**config.mk**
```make
export PLATFORM = sky130hd
export DESIGN_NAME = fifo_rd_stream
export DESIGN_NICKNAME = d
export VERILOG_FILES = /design/src/rtl/fifo_rd_stream.sv
export SDC_FILE = /design/constraint.sdc
export NUM_CORES = 1
export LEC_CHECK = 0
export BUFFER_PORTS_ARGS = -buffer_cell sky130_fd_sc_hd__clkbuf_2
export CELL_PAD_IN_SITES_DETAIL_PLACEMENT = 2
export CELL_PAD_IN_SITES_GLOBAL_PLACEMENT = 2
export CORE_MARGIN = 2
export CORE_UTILIZATION = 37
export DETAILED_ROUTE_END_ITERATION = 6
export MAX_ROUTING_LAYER = met4
export PLACE_DENSITY_LB_ADDON = 0.1
export SETUP_SLACK_MARGIN = 0.05
export SLEW_MARGIN = 10
export SYNTH_ARGS = -nofsm -noshare
export SYNTH_HDL_FRONTEND = slang
export SYNTH_SLANG_ARGS = --single-unit
```
**constraint.sdc**
```tcl
create_clock -name rclk -period 4.5 [get_ports rclk]
set_input_delay 0 -clock rclk [delete_from_list [all_inputs] [get_ports rclk]]
set_output_delay 0 -clock rclk [all_outputs]
set_load 0.02 [all_outputs]
```
**src/rtl/fifo_rd_stream.sv**
```systemverilog
// rtl/fifo_rd_stream.sv - read-side pointer logic and 2-entry skid buffer for an async FIFO
//
// Purpose: owns the read pointer of a dual-clock FIFO, synchronizes the
// write pointer into rclk, issues memory reads and turns the one-cycle
// memory latency into a gap-free valid/ready output stream.
//
// Ports:
//   rclk       read-domain clock
//   rrst_n     asynchronous active-low reset
//   g_wptr     Gray write pointer from the write domain (asynchronous)
//   r_en       read strobe to the FIFO memory
//   b_rptr     binary read pointer; low PTR_WIDTH bits address the memory
//   g_rptr     registered Gray read pointer for the write domain
//   mem_rdata  memory read data, valid the cycle after r_en
//   empty      FIFO empty as seen from the read side
//   level      read-side occupancy, 0..DEPTH
//   m_data     output stream data
//   m_valid    output stream valid
//   m_ready    output stream ready

module fifo_rd_stream #(
    parameter int DEPTH      = 8,
    parameter int DATA_WIDTH = 8,
    parameter int PTR_WIDTH  = 3
) (
    input  logic                  rclk,
    input  logic                  rrst_n,
    input  logic [PTR_WIDTH:0]    g_wptr,
    output logic                  r_en,
    output logic [PTR_WIDTH:0]    b_rptr,
    output logic [PTR_WIDTH:0]    g_rptr,
    input  logic [DATA_WIDTH-1:0] mem_rdata,
    output logic                  empty,
    output logic [PTR_WIDTH:0]    level,
    output logic [DATA_WIDTH-1:0] m_data,
    output logic                  m_valid,
    input  logic                  m_ready
);

    if (DEPTH != (1 << PTR_WIDTH)) begin : g_depth_check
        $error("fifo_rd_stream: DEPTH must equal 2**PTR_WIDTH");
    end

    localparam logic [1:0] OCC_EMPTY = 2'd0;
    localparam logic [1:0] OCC_ONE   = 2'd1;
    localparam logic [1:0] OCC_TWO   = 2'd2;

    function automatic logic [PTR_WIDTH:0] bin2gray(input logic [PTR_WIDTH:0] b);
        return b ^ (b >> 1);
    endfunction

    function automatic logic [PTR_WIDTH:0] gray2bin(input logic [PTR_WIDTH:0] g);
        logic [PTR_WIDTH:0] b;
        b[PTR_WIDTH] = g[PTR_WIDTH];
        for (int i = PTR_WIDTH - 1; i >= 0; i--) begin
            b[i] = b[i+1] ^ g[i];
        end
        return b;
    endfunction

    logic [PTR_WIDTH:0]    g_wptr_q1;
    logic [PTR_WIDTH:0]    g_wptr_s;
    logic [PTR_WIDTH:0]    b_wptr_s;
    logic [PTR_WIDTH:0]    b_rptr_next;
    logic [PTR_WIDTH:0]    g_rptr_next;
    logic                  inflight;
    logic                  pop;
    logic [1:0]            occ;
    logic [1:0]            occ_next;
    logic [DATA_WIDTH-1:0] head_q;
    logic [DATA_WIDTH-1:0] tail_q;

    // Two-flop synchronizer; g_wptr is never looked at directly.
    always_ff @(posedge rclk or negedge rrst_n) begin
        if (!rrst_n) begin
            g_wptr_q1 <= '0;
            g_wptr_s  <= '0;
        end else begin
            g_wptr_q1 <= g_wptr;
            g_wptr_s  <= g_wptr_q1;
        end
    end

    assign b_wptr_s    = gray2bin(g_wptr_s);
    assign b_rptr_next = b_rptr + {{PTR_WIDTH{1'b0}}, r_en};
    assign g_rptr_next = bin2gray(b_rptr_next);

    assign pop = m_valid & m_ready;

    // Count the word already on its way from memory, so the buffer can never
    // be asked to hold a third word. A pop this cycle frees a slot in time.
    assign r_en = !empty && ((3'(occ) + 3'(inflight)) < (3'd2 + 3'(pop)));

    // empty/level are evaluated against the pointer after this cycle's read,
    // so a read can never be issued past the synchronized write pointer.
    always_ff @(posedge rclk or negedge rrst_n) begin
        if (!rrst_n) begin
            b_rptr   <= '0;
            g_rptr   <= '0;
            empty    <= 1'b1;
            level    <= '0;
            inflight <= 1'b0;
        end else begin
            b_rptr   <= b_rptr_next;
            g_rptr   <= g_rptr_next;
            empty    <= (g_rptr_next == g_wptr_s);
            level    <= b_wptr_s - b_rptr_next;
            inflight <= r_en;
        end
    end

    // Output buffer occupancy: state register
    always_ff @(posedge rclk or negedge rrst_n) begin
        if (!rrst_n) begin
            occ <= OCC_EMPTY;
        end else begin
            occ <= occ_next;
        end
    end

    // Output buffer occupancy: next state (write = word arriving from memory)
    always_comb begin
        occ_next = occ;
        case (occ)
            OCC_EMPTY: if (inflight)         occ_next = OCC_ONE;
            OCC_ONE: begin
                if (inflight && !pop)        occ_next = OCC_TWO;
                else if (!inflight && pop)   occ_next = OCC_EMPTY;
            end
            OCC_TWO:   if (!inflight && pop) occ_next = OCC_ONE;
            default:                         occ_next = OCC_EMPTY;
        endcase
    end

    // Output buffer occupancy: outputs
    always_comb begin
        m_valid = (occ != OCC_EMPTY);
        m_data  = head_q;
    end

    // Buffer storage. On write-with-pop the incoming word lands behind
    // whatever remains, so ordering is kept in every case.
    always_ff @(posedge rclk or negedge rrst_n) begin
        if (!rrst_n) begin
            head_q <= '0;
            tail_q <= '0;
        end else if (pop) begin
            if (occ == OCC_TWO) begin
                head_q <= tail_q;
                if (inflight) tail_q <= mem_rdata;
            end else if (inflight) begin
                head_q <= mem_rdata;
            end
        end else if (inflight) begin
            if (occ == OCC_EMPTY) head_q <= mem_rdata;
            else                  tail_q <= mem_rdata;
        end
    end

endmodule
```
Word level (Yosys, flattened, before mapping). Index checks and enable logic that the tools add are counted.

Flip-flop bits (word level): 40. Output and inout bits: 23. Word-level logic and storage cells: 57.

Mux-type cells: 14. Reduce and logical (&&, ||, !) cells: 14. Equal/unequal tests: 9. $add $sub $neg: 4. Magnitude comparators: 1. Bitwise gates (word level): 5.

Operators with widths (count): $mux 8 (9); $mux 2 (4); $ne 2x2->1 const B (4); $reduce_bool 2->1 (4); $pmux 2 s3 (1); $reduce_and 3->1 (2); $add 4x1->4 (1); $eq 4x4->1 (1); $reduce_and 4->1 (1); $sub 4x4->4 (1); $xor 4x3->4 (1); $add 2x1->3 (1); $add 2x1->3 const A (1); $logic_and 1x1->1 (3); $logic_not 1->1 (3); $lt 3x3->1 (1); $ne 3x3->1 const B (1); $xor 1x1->1 (3); $eq 2x1->1 const B (1); $eq 2x2->1 const B (1); $logic_not 2->1 (1); $ne 2x1->1 const B (1); $and 1x1->1 (1).

Longest topological paths before layout. Gate-level depths: netlist of the first run.

Depth in word-level cells: 8. Depth in mapped cells: 11. Mapped depth without buffers: 10.

Worst setup path after synthesis of the first run. No wires, ideal clock.

Kind: register -> register. Start point: register inflight. End point: register level[2]. Cell stages (with the launch flop): 12. Setup slack: 1.369 ns. Arrival: 3.009 ns. Library setup time: 0.123 ns. Buffers on the path: 1. Path through: dfrtp_1 > ha_1 > ha_1 > a211oi_1 > ha_1 > ha_1 > buf_2 > xor2_1 > ha_1 > a211oi_1 > a21oi_1 > xnor2_1.

Longest elaborated chain between the ends: 5.

RTL lines: from (decl) (RTL line 66) `logic inflight;`; from (signal assigned) (RTL line 108) `inflight <= r_en;`; $add 2x1->3 (RTL line 92) `assign r_en = !empty && ((3'(occ) + 3'(inflight)) < (3'd2 + 3'(pop)));`; $lt 3x3->1 (RTL line 92); $logic_and 1x1->1 (RTL line 92); via r_en (RTL line 29) `output logic r_en,`; $add 4x1->4 (RTL line 85) `assign b_rptr_next = b_rptr + {{PTR_WIDTH{1'b0}}, r_en};`; via b_rptr_next[1] (RTL line 64) `logic [PTR_WIDTH:0] b_rptr_next;`; $sub 4x4->4 (RTL line 107) `level <= b_wptr_s - b_rptr_next;`; to (signal assigned) (RTL line 107); to (decl) (RTL line 34) `output logic [PTR_WIDTH:0] level,`.

The timed path passes the listed nets, and every way through them passes these cells. A chain may end at the register's enable or synchronous reset.

Worst setup path in the final report of the first run.
Start point: register inflight. End point: register level[2].

Longest elaborated chain between the ends: 5.

RTL lines (RTL line): $add 2x1->3 (92); $lt 3x3->1 (92); $logic_and 1x1->1 (92); $add 4x1->4 (85); via b_rptr_next[1] (64); $sub 4x4->4 (107).

The timed path passes the listed nets, and every way through them passes these cells.

==> insert_results.sql, run 1 <==
INSERT INTO impl_metrics (metric_group, metric, value, unit) VALUES
('cts', 'path_clk_slew', '0.07', 'ns'),
('power', 'power.leakage', '1.048', 'nW'),
('critical_path', 'crit_end_element', 'flop', ''),
('finish', 'final_design_area_no_fill', '0.002133', 'mm2'),
('sta', 'number_of_max_slew_violations_in_the_final_report', '0', ''),
('logic_synthesis', 'mapped_cell_area', '0.001698', 'mm2'),
('power', 'irDropWorstVdd', '0.3137', 'mV'),
('sta', 'fin_worst_skew', '0.006261', 'ns'),
('outcome', 'run_status', 'finished, final reports clean', ''),
('detailed_routing', 'count_of_tritonroute_iterations_in_the_first_routing_pass', '3', ''),
('logic_synthesis', 'yosys_warnings', '0', ''),
('critical_path', 'cpPeakStageDelay', '0.48', 'ns'),
('finish', 'finalNetCount', '208', ''),
('detailed_routing', 'routed-via-count', '1168', ''),
('cts', 'numCtsBuffers', '5', ''),
('cts', 'cts_resized', '0', ''),
('cts', 'setup_repair_bufs_after_cts', '0', ''),
('detailed_routing', 'antenna_left', '0', ''),
('logic_synthesis', 'postSynthAreaPerCell', '12.77', 'um2'),
('global_route', 'grt_start_max_net_pins', '40', ''),
('sta', 'finalWorstPathRequiredPeriod', '2.970', 'ns'),
('placed_design', 'dpl-instance-area', '0.001913', 'mm2'),
('critical_path', 'timing_worst_setup_path_type', 'flop to flop', ''),
('critical_path', 'worst_setup_start_kind', 'flop', ''),
('floorplanning', 'floorplan.rows', '24', ''),
('cts', 'cts_tree', 'yes', ''),
('logic_synthesis', 'largest_area_contributor_in_the_synthesized_netlist', 'sky130_fd_sc_hd__dfrtp_1', ''),
('sta', 'final.hold.worst_slack', '0.3520', 'ns'),
('logic_synthesis', 'synth.ff_latch_count', '39', ''),
('sta', 'post-route-period-util', '66.00', '%'),
('sta', 'grt_setup_unrepaired', 'false', ''),
('floorplanning', 'ioPinCount', '38', ''),
('logic_synthesis', 'syn-num-nets', '154', ''),
('detailed_routing', 'detail_route.vias_per_cell', '4.867', ''),
('hold_path', 'hp-class', 'flop to flop', ''),
('placed_design', 'dp_hpwl', '2680', 'um'),
('logic_synthesis', 'post-synth-top-area-fraction', '56.01', '%'),
('logic_synthesis', 'synth_area_leaders', 'sky130_fd_sc_hd__dfrtp_1 56%, sky130_fd_sc_hd__mux2i_1 5.3%, sky130_fd_sc_hd__mux2_2 5.3%', ''),
('critical_path', 'critical_path_buf_inv_count', '0', ''),
('floorplanning', 'initial_utilization', '38.73', '%'),
('sta', 'maxSlewHeadroom', '34.65', '%'),
('placed_design', 'portBuffers', '37', ''),
('global_route', 'first_pass_grt_wire_length', '6555', 'um'),
('floorplanning', 'floorplan.die_area', '0.005147', 'mm2'),
('detailed_routing', 'drcViolationCount', '0', ''),
('critical_path', 'crit_path_cell_trace', 'ha_1 > nand3b_1 > a211oi_1 > ha_1 > ha_1 > xor2_1 > ha_1 > a211oi_1 > a21oi_1 > xnor2_1', ''),
('cts', 'clk_latency', '0.28', 'ns'),
('finish', 'synthToLayoutAreaGrowth', '25.65', '%'),
('critical_path', 'cpMostUsedCell', 'sky130_fd_sc_hd__ha_1', ''),
('sta', 'finalSetupTns', '0', 'ns'),
('floorplanning', 'die_width', '71.74', 'um'),
('logic_synthesis', 'postSynthCellCount', '133', ''),
('cts', 'cts.htree.levels', '2', ''),
('detailed_routing', 'routed_wirelength', '3706', 'um'),
('global_route', 'via_count_of_the_first_global_routing_pass', '1363', ''),
('sta', 'maxClockFrequency', '336.7', 'MHz'),
('cts', 'maximum_number_of_buffers_from_clock_root_to_sink', '2', ''),
('sta', 'report.final.setup_viol', '0', ''),
('floorplanning', 'core-area', '0.004384', 'mm2'),
('power', 'pwr_density_cell', '845.7', 'mW/mm2'),
('floorplanning', 'fp.dieH', '71.74', 'um'),
('cts', 'post_cts_hold_buffer_count', '14', ''),
('global_route', 'grt_antenna_before_repair', '0', ''),
('critical_path', 'cpMaxStageDelayCell', 'sky130_fd_sc_hd__dfrtp_1', ''),
('logic_synthesis', 'synth_sequential_area_ratio', '57.55', '%'),
('run', 'max_cap_viol_count', '0', ''),
('cts', 'cts.root.buffer_cell', 'sky130_fd_sc_hd__clkbuf_8', ''),
('finish', 'drive_gt1_share', '30.32', '%'),
('sta', 'worst_slew_pin_slew', '0.9802', 'ns'),
('sta', 'hold_viol_final', '0', ''),
('critical_path', 'critical-path-top-delay-family', 'adder cells', '');
-- sequential cells by signal, summed over array words and instances (netlist names) --
signal	cells
b_rptr	4
empty	1
g_rptr	3
g_wptr_q1	4
g_wptr_s	4
inflight	1
level	4
m_data	8
occ	2
tail_q	8
-- Yosys cell counts --
master                     number
sky130_fd_sc_hd__maj3_2         1
sky130_fd_sc_hd__inv_1          4
sky130_fd_sc_hd__buf_6          2
sky130_fd_sc_hd__nor2_1         2
sky130_fd_sc_hd__nor2b_1        4
sky130_fd_sc_hd__nand3_2        1
sky130_fd_sc_hd__nand2_1       13
sky130_fd_sc_hd__a211oi_1       2
sky130_fd_sc_hd__mux2_2         8
sky130_fd_sc_hd__o21ai_1        2
sky130_fd_sc_hd__o21ai_0        8
sky130_fd_sc_hd__nor3_1         1
sky130_fd_sc_hd__buf_2          1
sky130_fd_sc_hd__a21oi_1        1
sky130_fd_sc_hd__dfrtp_1       38
sky130_fd_sc_hd__ha_1           6
sky130_fd_sc_hd__or2_2          2
sky130_fd_sc_hd__a21boi_0       1
sky130_fd_sc_hd__mux2i_1        9
sky130_fd_sc_hd__o22ai_1        1
sky130_fd_sc_hd__a31oi_2        1
sky130_fd_sc_hd__a21boi_4       1
sky130_fd_sc_hd__nand3_1        1
sky130_fd_sc_hd__o21bai_1       1
sky130_fd_sc_hd__dfstp_2        1
sky130_fd_sc_hd__and2_1         1
sky130_fd_sc_hd__xor2_1         8
sky130_fd_sc_hd__xnor2_1        8
sky130_fd_sc_hd__nand2b_1       1
sky130_fd_sc_hd__nand3b_1       2
sky130_fd_sc_hd__buf_4          1
-- cell families (layout without fill, tap and decap cells) --
| kind of cell | after synthesis | count (layout) | synth area share, % |
|---|---|---|---|
| DFF | 39 | 39 | 57.55 |
| and+or+nand+nor | 28 | 28 | 8.327 |
| AOI/OAI and AO/OA | 18 | 18 | 7.222 |
| muxes | 17 | 17 | 10.61 |
| xor gates and xnor gates | 16 | 16 | 8.254 |
| buffers and inverters | 8 | 63 | 2.947 |
| adders and majority gates | 7 | 7 | 5.085 |
-- layer usage --
layer  share of wire (%)  vias to the layer above  GRT usage [%]
li1                    -                      554              -
met1                  44                      585          21.34
met4                 1.3                        0          5.660
met2                  51                       25          28.60
met3                 3.5                        4          3.376
met5                   0                        -              -
-- area by class of cell --
cell class                 instances  area [um2]
clock buffer                       8       80.08
inverter                           4       15.01
fill                             446        2251
timing repair buffer              51       325.3
sequential                        39       977.2
tap                               52       65.06
multi-input combinational         86       670.6
-- path summary, 6_finish.rpt --
kind                                     end  slack, ns  cells after the start    startpoint
worst max-delay path                level[2]       1.53                     10      inflight
worst min-delay path             g_wptr_s[1]       0.35                      0  g_wptr_q1[1]
worst max register to register      level[2]       1.53                     10      inflight
worst min register to register   g_wptr_s[1]       0.35                      0  g_wptr_q1[1]
max in group asynchronous       g_wptr_q1[3]       3.47                      2        rrst_n
min in group asynchronous       g_wptr_q1[2]       0.41                      2        rrst_n
-- through the flow --
stage | cells | power, mW | utilization, % | worst slack, ns
global route | 240 | 1.991 | 48.66 | 1.286
CTS | 240 | 1.855 | 48.66 | 1.482
floorplan | 133 | 1.326 | - | 1.369
global placement | 218 | 1.538 | 43.64 | 1.676
finish | 240 | 1.804 | 48.66 | 1.530
detailed placement | 218 | 1.608 | 43.64 | 1.519
-- power breakdown --
group          internal, mW  total (mW)  switching, mW
registers             0.511       0.608         0.0972
clock network         0.110       0.220          0.110
logic                 0.406       0.976          0.570
Note: power is estimated with default switching activity, not from simulation.
==> run 2: changes to the inputs <==
--- a/config.mk
+++ b/config.mk
@@ -5,11 +5,12 @@
 export SDC_FILE = /design/constraint.sdc
 export NUM_CORES = 1
 export LEC_CHECK = 0
+export ABC_AREA = 1
 export BUFFER_PORTS_ARGS = -buffer_cell sky130_fd_sc_hd__clkbuf_2
 export CELL_PAD_IN_SITES_DETAIL_PLACEMENT = 2
 export CELL_PAD_IN_SITES_GLOBAL_PLACEMENT = 2
 export CORE_MARGIN = 2
-export CORE_UTILIZATION = 37
+export CORE_UTILIZATION = 33
 export DETAILED_ROUTE_END_ITERATION = 6
 export MAX_ROUTING_LAYER = met4
 export PLACE_DENSITY_LB_ADDON = 0.1
==> constraint.sdc (replaced) <==
create_clock -name rclk -period 3 [get_ports rclk]
set_input_delay 0 -clock rclk [delete_from_list [all_inputs] [get_ports rclk]]
set_output_delay 0 -clock rclk [all_outputs]
set_load 0.02 [all_outputs]
==> run 2 against run 1 <==
Net effect:
- maximum frequency is 9.3% higher
- synthesized area is 5.2% higher
- non-clock buffer count is 1 lower
- first-iteration DRC count is 26% lower
- register-to-register slack worse by 1.2 ns
- sequential share of layout area is 3.0 points lower
==> insert_results.sql, run 2 <==
INSERT INTO impl_metrics (metric_group, metric, value, unit) VALUES
('outcome', 'run_status', 'finished, final reports clean', ''),
('logic_synthesis', 'asyncSetResetFlopFracSynth', '100.0', '%'),
('floorplanning', 'floorplan.die_area', '0.006015', 'mm2'),
('hold_path', 'hp-start', 'm_ready', ''),
('critical_path', 'cpMostUsedCell', 'sky130_fd_sc_hd__ha_1', ''),
('critical_path', 'crit_path_max_fanout', '5', ''),
('logic_synthesis', 'post-synth-top-area-fraction', '53.26', '%'),
('critical_path', 'setup.worst_path.start', 'inflight', ''),
('power', 'p_seq_share', '30.3', '%'),
('detailed_routing', 'drt_first_iter_violations', '39', ''),
('logic_synthesis', 'synth.ff_latch_count', '39', ''),
('power', 'power.leakage', '1.168', 'nW'),
('critical_path', 'cpMaxStageDelayCell', 'sky130_fd_sc_hd__dfrtp_1', ''),
('cts', 'cts_tree', 'yes', ''),
('sta', 'finalSetupTns', '0', 'ns'),
('finish', 'layout.filler_cells', '552', ''),
('finish', 'multi_input_area', '715.7', 'um2'),
('hold_path', 'hold-path-cell-count', '3', ''),
('finish', 'seqCellArea', '977.2', 'um2'),
('sta', 'fin_worst_skew', '0.002588', 'ns'),
('detailed_routing', 'antenna_left', '0', ''),
('global_route', 'grt_start_max_net_pins', '40', ''),
('finish', 'final_util', '44.10', '%'),
('detailed_routing', 'routedWlPerCell', '15.37', 'um'),
('floorplanning', 'die_width', '77.56', 'um'),
('floorplanning', 'core-area', '0.005172', 'mm2'),
('detailed_routing', 'routed_metal_1_wirelength', '2043', 'um'),
('sta', 'post-route-period-util', '90.60', '%'),
('power', 'pwr_density_cell', '1305', 'mW/mm2'),
('power', 'irDropWorstVdd', '0.3978', 'mV'),
('cts', 'cts.htree.levels', '2', ''),
('hold_path', 'holdPathEnd', 'm_data[4]', ''),
('critical_path', 'crit-reg2reg-launch', 'inflight', ''),
('critical_path', 'crit_required', '3.17', 'ns'),
('finish', 'finalNetCount', '250', ''),
('sta', 'report.final.setup_viol', '0', ''),
('power', 'pwr-share-comb', '54.5', '%'),
('global_route', 'groute.usage.overall', '17.14', '%'),
('cts', 'path_clk_slew', '0.08', 'ns'),
('logic_synthesis', 'synth-edff-count', '0', ''),
('detailed_routing', 'detail_route.vias_per_cell', '4.750', ''),
('logic_synthesis', 'yosys_warnings', '0', ''),
('finish', 'drive_gt1_share', '28.70', '%'),
('placed_design', 'portBuffers', '37', ''),
('finish', 'layout_commonest_cell', 'sky130_fd_sc_hd__nand2_1', ''),
('power', 'netSwitchingPower', '1.333', 'mW'),
('finish', 'antennaDiodeCount', '0', ''),
('logic_synthesis', 'postSynthCellCount', '175', ''),
('floorplanning', 'floorplan.rows', '26', ''),
('power', 'fin_total_pwr', '2.977', 'mW'),
('critical_path', 'critical_path_arrival', '2.89', 'ns'),
('sta', 'grt_setup_unrepaired', 'false', ''),
('logic_synthesis', 'synth_flop_type', 'sky130_fd_sc_hd__dfrtp_1', ''),
('detailed_routing', 'count_of_tritonroute_iterations_in_the_first_routing_pass', '4', ''),
('run', 'max_cap_viol_count', '0', ''),
('finish', 'layout_common_cells', '43 x sky130_fd_sc_hd__nand2_1, 38 x sky130_fd_sc_hd__dfrtp_1, 37 x sky130_fd_sc_hd__clkbuf_2, 18 x sky130_fd_sc_hd__nand3_1', ''),
('detailed_routing', 'route.met2.wl', '2412', 'um'),
('logic_synthesis', 'mapped_cell_area', '0.001785', 'mm2'),
('sta', 'final.hold.worst_slack', '0.1944', 'ns'),
('cts', 'maximum_number_of_buffers_from_clock_root_to_sink', '2', ''),
('detailed_routing', 'routed-via-count', '1425', ''),
('sta', 'number_of_max_slew_violations_in_the_final_report', '0', ''),
('critical_path', 'critical_path_buf_inv_count', '3', ''),
('power', 'share_clk_of_total_power', '15.2', '%'),
('logic_synthesis', 'syn-num-nets', '196', ''),
('floorplanning', 'ioPinCount', '38', ''),
('power', 'sw_frac_of_total', '44.77', '%'),
('logic_synthesis', 'synth.distinct_cells', '25', ''),
('power', 'internal_power', '1.644', 'mW'),
('critical_path', 'worst_setup_start_kind', 'flop', ''),
('finish', 'synthToLayoutAreaGrowth', '27.75', '%'),
('sta', 'maxSlewHeadroom', '34.57', '%'),
('detailed_routing', 'route.top_layer_used', 'met4', ''),
('critical_path', 'crit_path_cell_trace', 'ha_1 > ha_1 > o21a_1 > nor3_2 > ha_1 > ha_1 > inv_1 > nand3_1 > nand2_1 > inv_1 > ha_1 > inv_1 > nand2_1 > xnor2_1', ''),
('cts', 'numCtsBuffers', '5', ''),
('logic_synthesis', 'synth_sequential_area_ratio', '54.73', '%'),
('cts', 'clk_latency', '0.29', 'ns'),
('critical_path', 'critical-path-top-delay-family', 'adder cells', ''),
('critical_path', 'cpPeakStageDelay', '0.43', 'ns'),
('global_route', 'grt_remaining_overflow', '0', ''),
('hold_path', 'hp-class', 'input pin to flop', ''),
('critical_path', 'worstRegToRegCells', '14', ''),
('logic_synthesis', 'largest_area_contributor_in_the_synthesized_netlist', 'sky130_fd_sc_hd__dfrtp_1', ''),
('detailed_routing', 'routed_wirelength', '4610', 'um'),
('global_route', 'via_count_of_the_first_global_routing_pass', '1601', ''),
('placed_design', 'dp_hpwl', '3479', 'um'),
('critical_path', 'rr_endpoint', 'level[2]', ''),
('floorplanning', 'fp.dieH', '77.56', 'um'),
('sta', 'worst_slew_pin_slew', '0.9815', 'ns'),
('cts', 'clkSinkCount', '39', ''),
('global_route', 'first_pass_grt_wire_length', '7810', 'um'),
('critical_path', 'reg2reg_slack', '0.28', 'ns'),
('global_route', 'grt_antenna_before_repair', '0', ''),
('critical_path', 'timing_worst_setup_path_type', 'flop to flop', ''),
('cts', 'cts.root.buffer_cell', 'sky130_fd_sc_hd__clkbuf_8', ''),
('placed_design', 'gp_congestion', '0.7645', ''),
('logic_synthesis', 'postSynthAreaPerCell', '10.20', 'um2'),
('critical_path', 'crit_end_element', 'flop', ''),
('cts', 'setup_repair_bufs_after_cts', '0', ''),
('logic_synthesis', 'synth_area_leaders', 'sky130_fd_sc_hd__dfrtp_1 53%, sky130_fd_sc_hd__nand2_1 9.0%, sky130_fd_sc_hd__mux2_4 6.7%', ''),
('floorplanning', 'initial_utilization', '34.52', '%'),
('sta', 'finalWorstPathRequiredPeriod', '2.718', 'ns'),
('logic_synthesis', 'synthTopCellsByCount', '43 x sky130_fd_sc_hd__nand2_1, 38 x sky130_fd_sc_hd__dfrtp_1, 18 x sky130_fd_sc_hd__nand3_1, 15 x sky130_fd_sc_hd__inv_1, 15 x sky130_fd_sc_hd__nor2_1', ''),
('logic_synthesis', 'synth_most_common_cell', 'sky130_fd_sc_hd__nand2_1', ''),
('sta', 'maxClockFrequency', '367.9', 'MHz'),
('detailed_routing', 'drcViolationCount', '0', ''),
('sta', 'hold_viol_final', '0', ''),
('detailed_routing', 'route.met3.wl', '141', 'um');
-- run 2: cell types whose count changed in the layout (fill, tap and decap cells not counted), moves of 5 or more --
cell / change
sky130_fd_sc_hd__nand2_1: +30
sky130_fd_sc_hd__nand3_1: +17
sky130_fd_sc_hd__mux2i_1: -9
sky130_fd_sc_hd__inv_1: +11
sky130_fd_sc_hd__xor2_1: -5
sky130_fd_sc_hd__mux2_4: +8
sky130_fd_sc_hd__mux2_2: -8
sky130_fd_sc_hd__xnor2_1: -6
sky130_fd_sc_hd__nor2_1: +13
sky130_fd_sc_hd__o21ai_0: -7
sky130_fd_sc_hd__a31oi_1: +6
-- run 2: layout make-up --
class	instances	area share, %
inverters	18	2.962
clock buffers	6	3.620
clock inverters	2	1.536
multi-input cells	115	31.38
repair buffers	50	13.82
well taps	70	3.840
flip-flops and latches	39	42.84
-- run 2: worst max path at each step --
stage | to | slack (ns) | cells past startpoint
finish | level[2] | 0.28 | 14
global route | level[2] | 0.07 | 14
CTS | level[2] | 0.14 | 14
detailed placement | level[2] | 0.18 | 14
global placement | level[2] | 0.40 | 14
floorplan | level[2] | 0.11 | 14
-- run 2: worst register-to-register path: cells and delay by family (launching register included) --
kind,cells,cell delay (ns)
AOI/OAI and AO/OA,1,0.12
and+or+nand+nor,4,0.50
buffers and inverters,3,0.22
xor gates and xnor gates,1,0.13
adders and majority gates,5,1.19
DFF,1,0.43
-- run 2: per-layer routing --
metal	GRT usage (%)	up-vias
met3	3.837	2
met1	20.90	724
met5	-	-
li1	-	670
met4	4.107	0
met2	29.04	29
-- run 2: kinds of logic after synthesis --
kind of cell             Yosys count  synth area share [%]
adder cells (fa/ha/maj)            6                 4.205
multiplexers                       8                 6.728
AO/OA/AOI/OAI                     14                 6.867
buffers and inverters             21                 5.466
XOR/XNOR                           5                 2.453
flip-flops                        39                 54.73
AND/OR/NAND/NOR                   82                 19.55
-- run 2: repair_timing --
item | in CTS | in global routing
resized for setup | 0 | 1
endpoints found under the setup margin | 0 | 1
hold endpoints to repair | 55 | 0
hold buffers | 13 | 0
-- run 2: per-stage QoR --
stage	cell area (um2)	std cells	setup slack, ns
2_1_floorplan	1785	175	0.1118
3_3_place_gp	2028	279	0.4050
3_5_place_dp	2028	279	0.1762
4_1_cts	2276	300	0.1422
5_1_grt	2281	300	0.07117
6_report	2281	300	0.2820
-- run 2: power groups by stage --
stage | Sequential, mW | Combinational (mW) | Clock, mW
after floorplan | 1.04 | 1.01 | 0
after global placement | 0.892 | 1.53 | 0
after detailed placement | 0.912 | 1.62 | 0
after CTS | 0.905 | 1.65 | 0.464
after global routing | 0.930 | 1.82 | 0.493
final | 0.903 | 1.62 | 0.452
